File: src/rtl/bitwise_logic_seq.sv
`default_nettype none
// ============================================================================
// Module   : bitwise_logic_seq
// Purpose  : Multi-cycle bitwise logic unit. Operands and opcode are latched
//            on an accepted start request, then processed SLICE bits per
//            cycle, least-significant slice first. Registered zero and parity
//            flags are accumulated as each slice of the result is written.
// Revision : 1.0 - initial release
// ----------------------------------------------------------------------------
// Parameters
//   WIDTH  : operand/result width (integer multiple of SLICE)
//   SLICE  : bits processed per cycle
// Ports
//   clk    in   1      clock, all state updates on the rising edge
//   rst    in   1      synchronous active-high reset, beats start
//   start  in   1      request, accepted in IDLE or DONE only
//   op     in   3      000 AND, 001 OR, 010 XOR, 011 NOR, 100 XNOR,
//                      101 NAND, 110 NOT a, 111 pass a
//   a      in   WIDTH  operand A, sampled at the accepting edge
//   b      in   WIDTH  operand B, sampled at the accepting edge
//   busy   out  1      high while processing slices
//   done   out  1      one-cycle pulse, result and flags final
//   result out  WIDTH  result register
//   zero   out  1      result == 0
//   parity out  1      XOR-reduction of result
// ============================================================================
module bitwise_logic_seq #(
  parameter int WIDTH = 32,
  parameter int SLICE = 8
) (
  input  logic             clk,
  input  logic             rst,
  input  logic             start,
  input  logic [2:0]       op,
  input  logic [WIDTH-1:0] a,
  input  logic [WIDTH-1:0] b,
  output logic             busy,
  output logic             done,
  output logic [WIDTH-1:0] result,
  output logic             zero,
  output logic             parity
);

  localparam int N  = WIDTH / SLICE;
  // Counter needs at least one bit even when there is a single slice.
  localparam int KW = (N > 1) ? $clog2(N) : 1;
  localparam logic [KW-1:0] C_K_LAST = KW'(N - 1);

  typedef enum logic [1:0] {
    ST_IDLE = 2'd0,
    ST_RUN  = 2'd1,
    ST_DONE = 2'd2
  } state_t;

  state_t           r_state;
  logic [KW-1:0]    r_k;
  logic [WIDTH-1:0] r_a_l;
  logic [WIDTH-1:0] r_b_l;
  logic [2:0]       r_op_l;
  logic             r_busy;
  logic             r_done;
  logic [WIDTH-1:0] r_result;
  logic             r_zero;
  logic             r_parity;

  logic [SLICE-1:0] w_a_slice;
  logic [SLICE-1:0] w_b_slice;
  logic [SLICE-1:0] w_slice;
  logic [WIDTH-1:0] w_result_next;
  logic             w_accept;

  // A new request is taken only between operations; start during RUN is
  // dropped rather than queued.
  assign w_accept = start && ((r_state == ST_IDLE) || (r_state == ST_DONE));

  // Select slice k of the latched operands. A constant-index loop keeps every
  // part-select static, so the mux is a plain decoder on r_k.
  always_comb begin
    w_a_slice = '0;
    w_b_slice = '0;
    for (int i = 0; i < N; i++) begin
      if (r_k == KW'(i)) begin
        w_a_slice = r_a_l[i*SLICE +: SLICE];
        w_b_slice = r_b_l[i*SLICE +: SLICE];
      end
    end
  end

  // Bitwise function on the current slice.
  always_comb begin
    w_slice = '0;
    case (r_op_l)
      3'b000:  w_slice = w_a_slice & w_b_slice;
      3'b001:  w_slice = w_a_slice | w_b_slice;
      3'b010:  w_slice = w_a_slice ^ w_b_slice;
      3'b011:  w_slice = ~(w_a_slice | w_b_slice);
      3'b100:  w_slice = ~(w_a_slice ^ w_b_slice);
      3'b101:  w_slice = ~(w_a_slice & w_b_slice);
      3'b110:  w_slice = ~w_a_slice;
      default: w_slice = w_a_slice;
    endcase
  end

  // Result with slice k replaced; other slices keep their current contents.
  always_comb begin
    w_result_next = r_result;
    for (int i = 0; i < N; i++) begin
      if (r_k == KW'(i)) begin
        w_result_next[i*SLICE +: SLICE] = w_slice;
      end
    end
  end

  always_ff @(posedge clk) begin
    if (rst) begin
      r_state  <= ST_IDLE;
      r_k      <= '0;
      r_a_l    <= '0;
      r_b_l    <= '0;
      r_op_l   <= '0;
      r_busy   <= 1'b0;
      r_done   <= 1'b0;
      r_result <= '0;
      r_zero   <= 1'b1;
      r_parity <= 1'b0;
    end else begin
      r_done <= 1'b0;
      if (w_accept) begin
        // Accept from IDLE or DONE: latch operands and clear the result.
        r_state  <= ST_RUN;
        r_k      <= '0;
        r_a_l    <= a;
        r_b_l    <= b;
        r_op_l   <= op;
        r_busy   <= 1'b1;
        r_result <= '0;
        r_zero   <= 1'b1;
        r_parity <= 1'b0;
      end else begin
        case (r_state)
          ST_RUN: begin
            r_result <= w_result_next;
            r_zero   <= r_zero & (w_slice == '0);
            r_parity <= r_parity ^ (^w_slice);
            if (r_k == C_K_LAST) begin
              r_state <= ST_DONE;
              r_busy  <= 1'b0;
              r_done  <= 1'b1;
              r_k     <= '0;
            end else begin
              r_k <= r_k + 1'b1;
            end
          end
          ST_DONE: begin
            // DONE lasts one cycle; without a new request fall back to IDLE.
            r_state <= ST_IDLE;
          end
          default: begin
            r_state <= ST_IDLE;
          end
        endcase
      end
    end
  end

  assign busy   = r_busy;
  assign done   = r_done;
  assign result = r_result;
  assign zero   = r_zero;
  assign parity = r_parity;

endmodule
`default_nettype wire

File: config.mk
export PLATFORM = sky130hd
export DESIGN_NAME = bitwise_logic_seq
export DESIGN_NICKNAME = d
export VERILOG_FILES = /design/src/rtl/bitwise_logic_seq.sv
export SDC_FILE = /design/constraint.sdc
export NUM_CORES = 1
export LEC_CHECK = 0
export ABC_AREA = 1
export BUFFER_PORTS_ARGS = -buffer_cell sky130_fd_sc_hd__buf_2
export CORE_MARGIN = 1
export CORE_UTILIZATION = 55
export CTS_BUF_LIST = sky130_fd_sc_hd__clkbuf_16
export CTS_CLUSTER_SIZE = 16
export DETAILED_ROUTE_END_ITERATION = 8
export PLACE_DENSITY = 0.83
export SLEW_MARGIN = 10
export SYNTH_ARGS = -nofsm -noshare
export SYNTH_HDL_FRONTEND = slang
export SYNTH_SLANG_ARGS = --single-unit
File: constraint.sdc
create_clock -name clk -period 3.5 [get_ports clk]
set_input_delay 0.175 -clock clk [delete_from_list [all_inputs] [get_ports clk]]
set_output_delay 0.175 -clock clk [all_outputs]
set_load 0.05 [all_outputs]
Word-level counts from Yosys, hierarchy flattened --
Cells that the tools add are included.
Word-level totals: register bits after elaboration 107, bits of input ports 70, output and inout port bits 36, logic and storage cells 70
Cells by class: add/subtract/negate cells 1, eq/ne operators 12, mux-type cells 17, bitwise operators 10, reductions and logical operators 16
Operators by type and width (count):
- $mux 8 | 8
- $pmux 8 s7 | 1
- $not 8->8 | 4
- $reduce_and 2->1 | 5
- $eq 3x3->1 const B | 3
- $and 8x8->8 | 1
- $logic_not 8->1 | 1
- $or 8x8->8 | 1
- $reduce_xor 8->1 | 1
- $xor 8x8->8 | 1
- $mux 1 | 7
- $eq 2x2->1 const B | 3
- $eq 3x2->1 const B | 2
- $eq 2x1->1 const B | 2
- $logic_not 2->1 | 2
- $reduce_bool 2->1 | 2
- $eq 3x1->1 const B | 1
- $logic_not 3->1 | 1
- $ne 3x3->1 const B | 1
- $reduce_or 3->1 | 1
- $add 2x1->2 const B | 1
- $mux 2 | 1
- $reduce_or 2->1 | 1
- $and 1x1->1 | 1
- 4 further kinds | 4

Depth between registers and ports, before layout --
Gate-level depths: netlist of the first run.
depth after elaboration 10, depth in mapped cells 23, gate-level depth less buffers 22

Worst setup path after synthesis of the first run --
Ideal clock, no wire load.
kind reg-to-reg, start register r_k[0], end register r_parity (netlist: parity), setup time 0.115 ns, arrival 3.010 ns, required time 3.385 ns, setup slack 0.375 ns, stages on the path, launching flop included 20, path buffers 2, clock period less this slack 3.125 ns, cells stage by stage dfxtp_1 inv_1 ha_1 buf_2 buf_4 a21oi_1 nand2_1 a22oi_1 ha_1 or2_2 nand4_1 nor2_1 nand2_2 nand2_4 ha_1 xor2_1 xnor2_1 nand2_1 xnor2_1 and2_1
Between the ends: cells in the longest elaborated chain, start to end 10, elaborated cells between the ends (all ways) 22, those cells by class eq/ne: 3; mux: 9; bitwise: 8; reduce/logical: 2
RTL lines:
- from (decl) | line 56 | logic [KW-1:0] r_k;
- from (signal assigned) | line 151 | r_k <= r_k + 1'b1;
- $logic_not 2->1 | line 82 | if (r_k == KW'(i)) begin
- $mux 8 (4 in series) | line 82
- $and 8x8->8, or another cell as far along | line 93, 98
- $not 8->8 (on tied branches) | line 98, 96, 97
- $pmux 8 s7 (*) | line 92 | case (r_op_l)
- $reduce_xor 8->1 (*) | line 144 | r_parity <= r_parity ^ (^w_slice);
- $xor 1x1->1 (*) | line 144
- to (signal assigned) | line 144
- to (decl) | line 64 | logic r_parity;
Every way passes the cells marked *; elsewhere a longest branch is shown, timed or not. A chain may end at the register's enable or synchronous reset.

Worst setup path in the final report of the first run --
start register r_k[1], end register r_parity (netlist: parity)
Same word-level chain as after synthesis.

==> impl_results.md, run 1 <==
* Outcome: finished, final reports clean
* Adder-Cell Fraction of Synth Area at 5.08%
* Dominant cells by area after synthesis: dfxtp_1 41%, nor2_1 9.4%, o21ai_0 8.9%
* Inserted Clock Buffers at 9
* Clock transition at the registers of the reported paths at 80 ps
* Final Instance Area at 0.00610 sq mm
* Post-synthesis cell type count at 42
* Crit Path Category: reg2reg
* Reg2reg setup slack at 170 ps
* Max FO, Critical Path at 12
* Setup crit end kind: register
* Worst endpoint required time at 3740 ps
* Std-Cell Rows at 35
* Clk root buf: clkbuf_16
* Clock skew at 8.86 ps
* Die X at 99.0 microns
* Area of placed instances at 0.00574 sq mm
* Post-Place Worst Slack at -69.4 ps
* Highest-delay cell along the critical path: dfxtp_2
* Dpl hpwl at 9.49 mm
* Hold Path Stages at 3
* Non-Filler Instances at 909
* Register area share after synthesis at 41.4%
* Mapped Cells at 708
* Min cycle time layout at 3330 ps
* Worst hold slack at 71.3 ps
* Peak VDD IR at 0.288 mV
* Number of synthesized flops with an enable pin at 0
* GPL Wtd Cong at 0.895
* Max Root-Sink Buffers at 2
* Crit path largest cell delay at 350 ps
* Syn Nets at 799
* Tot GR Track Use at 28.0%
* Largest net degree at the start of global routing at 79
* DRC violations left at 0
* #FFs+latches synth at 107
* Area leader, netlist: dfxtp_1
* Hold Crit Class: in2reg
* F_max at 0.300 GHz
* Detail Route Antenna Nets at 0
* Clk sink count at 107
* Async SR Flop Fraction at 0%
* Antenna violations before repair at 0
* Grt total ovfl at 0
* Leakage power at 0.00286 uW
* CTS tree: built
* Vias in the first global route at 4764
* Cells along the critical path: inv_1 > ha_4 > buf_4 > a21oi_1 > nand2_1 > a22oi_2 > ha_1 > or2_2 > nand4_1 > nor2_1 > nand2_2 > nand2_4 > ha_1 > xor2_2 > xnor2_1 > nand2_1 > xnor2_1 > and2_1
* Die ar. at 0.00980 sq mm
* Share of layout cells above drive strength 1 at 24.4%
* Worst path arrival time at 3580 ps
* Number of detailed-route iterations in the first pass at 7
* Mux share of post-synthesis cell area at 0.193%
* Initial Util at 56.3%
* Synth cell count leaders: 130 x nor2_1, 107 x dfxtp_1, 92 x o21ai_0
* Placed cell count at 894
* Setup crit start kind: register
* Final setup fails at 0
* Simple-Gate Fraction of Synth Area at 22.9%
* Port bufs at 105
* Nets@finish at 885
* # diodes at 0
* Chip height at 99.0 microns
* Critical path's top delay family: simple AND/OR/NAND/NOR gates
* Most numerous cell in the Yosys netlist: nor2_1
* Post-route setup slack at 166 ps
* Clock latency on the worst-skew pair at 350 ps
* CTS H-tree lvls at 3
* Main synth FF type: dfxtp_1
* Post-synthesis compound-gate area fraction at 22.3%
* Total number of vias at 5005
* Postcts setup bufs at 0
* Post-cts hold buffer count at 0
* Post-Synth XOR/XNOR Area at 0.677%
* Core footprint at 0.00920 sq mm
* Crit path buffers/inverters at 2
* Multi-input gate area at 0.00272 sq mm
* Reg area at 0.00215 sq mm
* Least-Margin Pin Slew at 1190 ps
* Fin crit share at 95.3%
* R2R cell count at 18
* Yosys top cell area share at 41.4%
* Slew Limit Fails at 0
* Largest family of logic cells by synthesized area: simple AND/OR/NAND/NOR gates
* Routed length per instance at 14.7 microns
* Sum Neg Setup Slack at 0 ps
* Vias/cell at 5.51
* Fillers at 797
* Yosys warns at 0
* Area delta synth->final at 17.8%
* DRT Wirelength at 13.3 mm
* First-pass GRT wire length at 22.0 mm
* Critical path depth at 18
* Maxcap violations at 0
* PwrDens at 511 mW/mm^2
* DRT iter0 DRCs at 366
* I/O pin count at 106
* Final hold vios at 0
* Post-Syn Area at 0.00518 sq mm
* Max_slew headroom at 20.5%
* Avg Synthesized Cell Area at 7.31 sq um
## sequential cells by signal, summed over array words and instances, names as in the netlist
register,cells
busy,1
r_op_l,3
r_state,2
parity,1
r_a_l,32
zero,1
result,32
r_k,2
done,1
r_b_l,32
## power by group
part	leakage (uW)	total, uW	switching [uW]	internal, uW
Sequential	0.000881	1350	53.5	1300
Clock	0.000136	955	467	488
Combinational	0.00185	808	507	301
## per-layer routing
metal	GRT usage, %	vias to the layer above	wire length, microns
li1	-	2503	-
met1	37.4	2276	6040
met2	45.9	199	6250
met3	3.69	27	748
met4	10.9	0	286
met5	0	-	0
## worst reg2reg max path, stage by stage, from the launching register on
cell	delay, ps
dfxtp_2	350
inv_1	120
ha_4	210
buf_4	180
a21oi_1	170
nand2_1	120
a22oi_2	220
ha_1	290
or2_2	300
nand4_1	90
nor2_1	60
nand2_2	70
nand2_4	80
ha_1	340
xor2_2	170
xnor2_1	150
nand2_1	80
xnor2_1	120
and2_1	130
## final cells by class
type | instances | area share [%]
Multi-Input combinational cell | 506 | 44.6
Sequential cell | 107 | 35.2
Timing Repair Buffer | 115 | 9.85
Clock buffer | 9 | 3.69
Inverter | 55 | 3.59
Tap cell | 111 | 2.28
Clock inverter | 6 | 0.800
## cells in the final DEF (no fill, tap or decap), types with 2 or more instances in the layout
| master | netlist | routed |
|---|---|---|
| nor2_1 | 130 | 130 |
| dfxtp_1 | 107 | 105 |
| buf_2 | 15 | 105 |
| o21ai_0 | 92 | 92 |
| nand2_1 | 83 | 81 |
| a21oi_1 | 52 | 51 |
| inv_1 | 39 | 39 |
| nand3_1 | 33 | 33 |
| o21ai_1 | 19 | 18 |
| ha_1 | 21 | 18 |
| a21oi_2 | 13 | 14 |
| inv_2 | 12 | 11 |
| buf_4 | 2 | 10 |
| nand2_2 | 7 | 9 |
| o21a_1 | 9 | 9 |
| clkbuf_16 | 0 | 9 |
| o211ai_1 | 6 | 6 |
| a22oi_2 | 0 | 4 |
| o21ai_2 | 2 | 3 |
| or2_2 | 3 | 3 |
| nor2_4 | 3 | 3 |
| nand3_2 | 3 | 3 |
| nor2_2 | 3 | 3 |
| clkinv_1 | 3 | 3 |
| xnor2_1 | 3 | 3 |
| inv_8 | 0 | 2 |
| inv_4 | 1 | 2 |
| nand4_1 | 2 | 2 |
| and2_1 | 2 | 2 |
| nor3_1 | 2 | 2 |
| o22ai_1 | 2 | 2 |
| ha_4 | 0 | 2 |
| inv_6 | 0 | 2 |
## path summary, 6_finish.rpt
check | startpoint | to
min reg2reg | r_a_l[11] | r_a_l[11]
min | b[1] | r_b_l[1]
max reg2reg | r_k[1] | parity
max | r_k[1] | parity
## timing repair
action                                  CTS  global route
gates cloned                              0             0
endpoints found under the setup margin    1             1
gates resized for setup                   1            21
pin swaps                                 0             2
## kinds of logic after synthesis
kind of cell | count (synthesis)
XOR/XNOR | 4
AO/OA/AOI/OAI | 204
buffers and inverters | 95
AND/OR/NAND/NOR | 276
adder cells (fa/ha/maj) | 21
flip-flops | 107
multiplexers | 1
## through the flow
step                util, %  total power (uW)
floorplan                 -              1940
finish                 66.3              3120
detailed placement     62.4              2150
global placement       62.4              2110
CTS                    65.4              3090
global route           66.3              3280
No activity file was read; power rests on OpenSTA's default activity.
==> inputs of run 2 (changes only) <==
- CELL_PAD_IN_SITES_DETAIL_PLACEMENT: unset -> 0
- CELL_PAD_IN_SITES_GLOBAL_PLACEMENT: unset -> 1
- CORE_UTILIZATION: 55 -> 39
- PLACE_DENSITY: 0.83 -> 0.82
==> impl_results.md, run 2 (synthesis gave the netlist of run 1 again) <==
* Outcome: finished, final reports clean
* Max_slew headroom at 28.7%
* CTS tree: built
* I/O pin count at 106
* Crit path buffers/inverters at 5
* Least-Margin Pin Slew at 1070 ps
* Clk root buf: clkbuf_16
* Max Root-Sink Buffers at 2
* Max FO, Critical Path at 20
* DRT iter0 DRCs at 244
* Share of layout cells above drive strength 1 at 25.2%
* Nets@finish at 893
* Clock latency on the worst-skew pair at 360 ps
* Worst path arrival time at 3530 ps
* Clock skew at 7.61 ps
* Final hold vios at 0
* Fin crit share at 93.6%
* Clk sink count at 107
* DRC violations left at 0
* Detail Route Antenna Nets at 0
* Tot GR Track Use at 21.2%
* Total number of vias at 4845
* Dpl hpwl at 10.3 mm
* Final setup fails at 0
* Area delta synth->final at 21.3%
* F_max at 0.305 GHz
* Core footprint at 0.0128 sq mm
* Crit Path Category: reg2reg
* First-pass GRT wire length at 22.1 mm
* Tot Pwr at 3210 uW
* Port bufs at 105
* Min cycle time layout at 3280 ps
* DRT Wirelength at 13.9 mm
* Hold Crit Class: in2reg
* Maxcap violations at 0
* Worst hold slack at 55.9 ps
* Clock transition at the registers of the reported paths at 70 ps
* Vias in the first global route at 4436
* Chip height at 117 microns
* Commonest non-fill, non-tap cell in the layout: nor2_1
* Antenna violations before repair at 0
* Number of detailed-route iterations in the first pass at 4
* Setup crit end kind: register
* Initial Util at 40.5%
* Leakage power at 0.00292 uW
* Peak VDD IR at 0.263 mV
* Grt total ovfl at 0
* Worst endpoint required time at 3750 ps
* Vias/cell at 4.95
* Highest-delay cell along the critical path: dfxtp_2
* Commonest non-fill, non-tap cells in the layout: 130 x nor2_1, 106 x dfxtp_1, 105 x buf_2
* Largest net degree at the start of global routing at 79
* Std-Cell Rows at 41
* Sum Neg Setup Slack at 0 ps
* Inserted Clock Buffers at 9
* Setup crit start kind: register
* Crit path largest cell delay at 340 ps
* Cells along the critical path: inv_1 > ha_2 > buf_12 > inv_8 > o211ai_1 > nand2_1 > o21ai_1 > buf_4 > inv_1 > ha_1 > or2_1 > nand4_1 > nor2_1 > nand2_2 > nand2_4 > ha_1 > xor2_1 > xnor2_1 > nand2_1 > xnor2_1 > and2_1
* GPL Wtd Cong at 0.847
* # diodes at 0
* Routed length per instance at 14.2 microns
* Critical path's top delay family: simple AND/OR/NAND/NOR gates
* Die X at 117 microns
* Fillers at 1311
* Die ar. at 0.0137 sq mm
* CTS H-tree lvls at 3
* PwrDens at 511 mW/mm^2
* Slew Limit Fails at 0
-- run 2: report_power, final --
| part | total (uW) | switching, uW | internal, uW |
|---|---|---|---|
| clock network | 1010 | 457 | 552 |
| registers | 1360 | 56.3 | 1300 |
| logic | 842 | 511 | 331 |
-- run 2: per-layer routing --
layer  wire length (microns)  global-route usage, %
met5                       0                      0
met2                    6440                   34.9
met3                     563                   4.27
met4                     216                   7.09
met1                    6720                   27.7
-- run 2: final cells by class --
| cell class | instances | area (sq um) | share of cell area, % |
|---|---|---|---|
| timing repair buffer | 122 | 669 | 10.7 |
| multi-input combinational | 506 | 2730 | 43.5 |
| sequential | 107 | 2140 | 34.1 |
| tap | 172 | 215 | 3.43 |
| timing repair inverter | 1 | 5.00 | 0.0797 |
| clock inverter | 7 | 67.6 | 1.08 |
| inverter | 55 | 221 | 3.53 |
| clock buffer | 9 | 225 | 3.59 |
-- run 2: worst register-to-register path, cell delays in order (launching register included) --
cell and delay [ps]:
dfxtp_2 340, inv_1 150, ha_2 220, buf_12 170
inv_8 70, o211ai_1 90, nand2_1 70, o21ai_1 160
buf_4 170, inv_1 40, ha_1 200, or2_1 230
nand4_1 70, nor2_1 50, nand2_2 70, nand2_4 70
ha_1 310, xor2_1 200, xnor2_1 140, nand2_1 80
xnor2_1 120, and2_1 130
-- run 2: worst paths after layout --
kind	startpoint	end	slack, ps	cells past startpoint
setup / recovery	r_k[0]	parity	220	21
hold / removal	rst	r_state[0]	60	2
setup reg to reg	r_k[0]	parity	220	21
hold reg to reg	busy	busy	460	2
-- run 2: per-stage QoR --
stage	instance area (sq um)	std cells	utilization, %	worst slack (ps)
finish	6280	979	49.1	225
floorplan	5180	708	-	375
detailed placement	5880	961	46.0	-109
global placement	5880	961	46.0	57.9
CTS	6180	977	48.4	64.4
global route	6280	979	49.1	-13.2
-- run 2: what timing repair did --
| action | in CTS | in global routing |
|---|---|---|
| setup endpoints to repair | 1 | 1 |
| pin swaps | 0 | 4 |
| setup buffers | 0 | 1 |
| hold buffers | 0 | 0 |
| gates cloned | 0 | 1 |
| gates resized for setup | 3 | 20 |
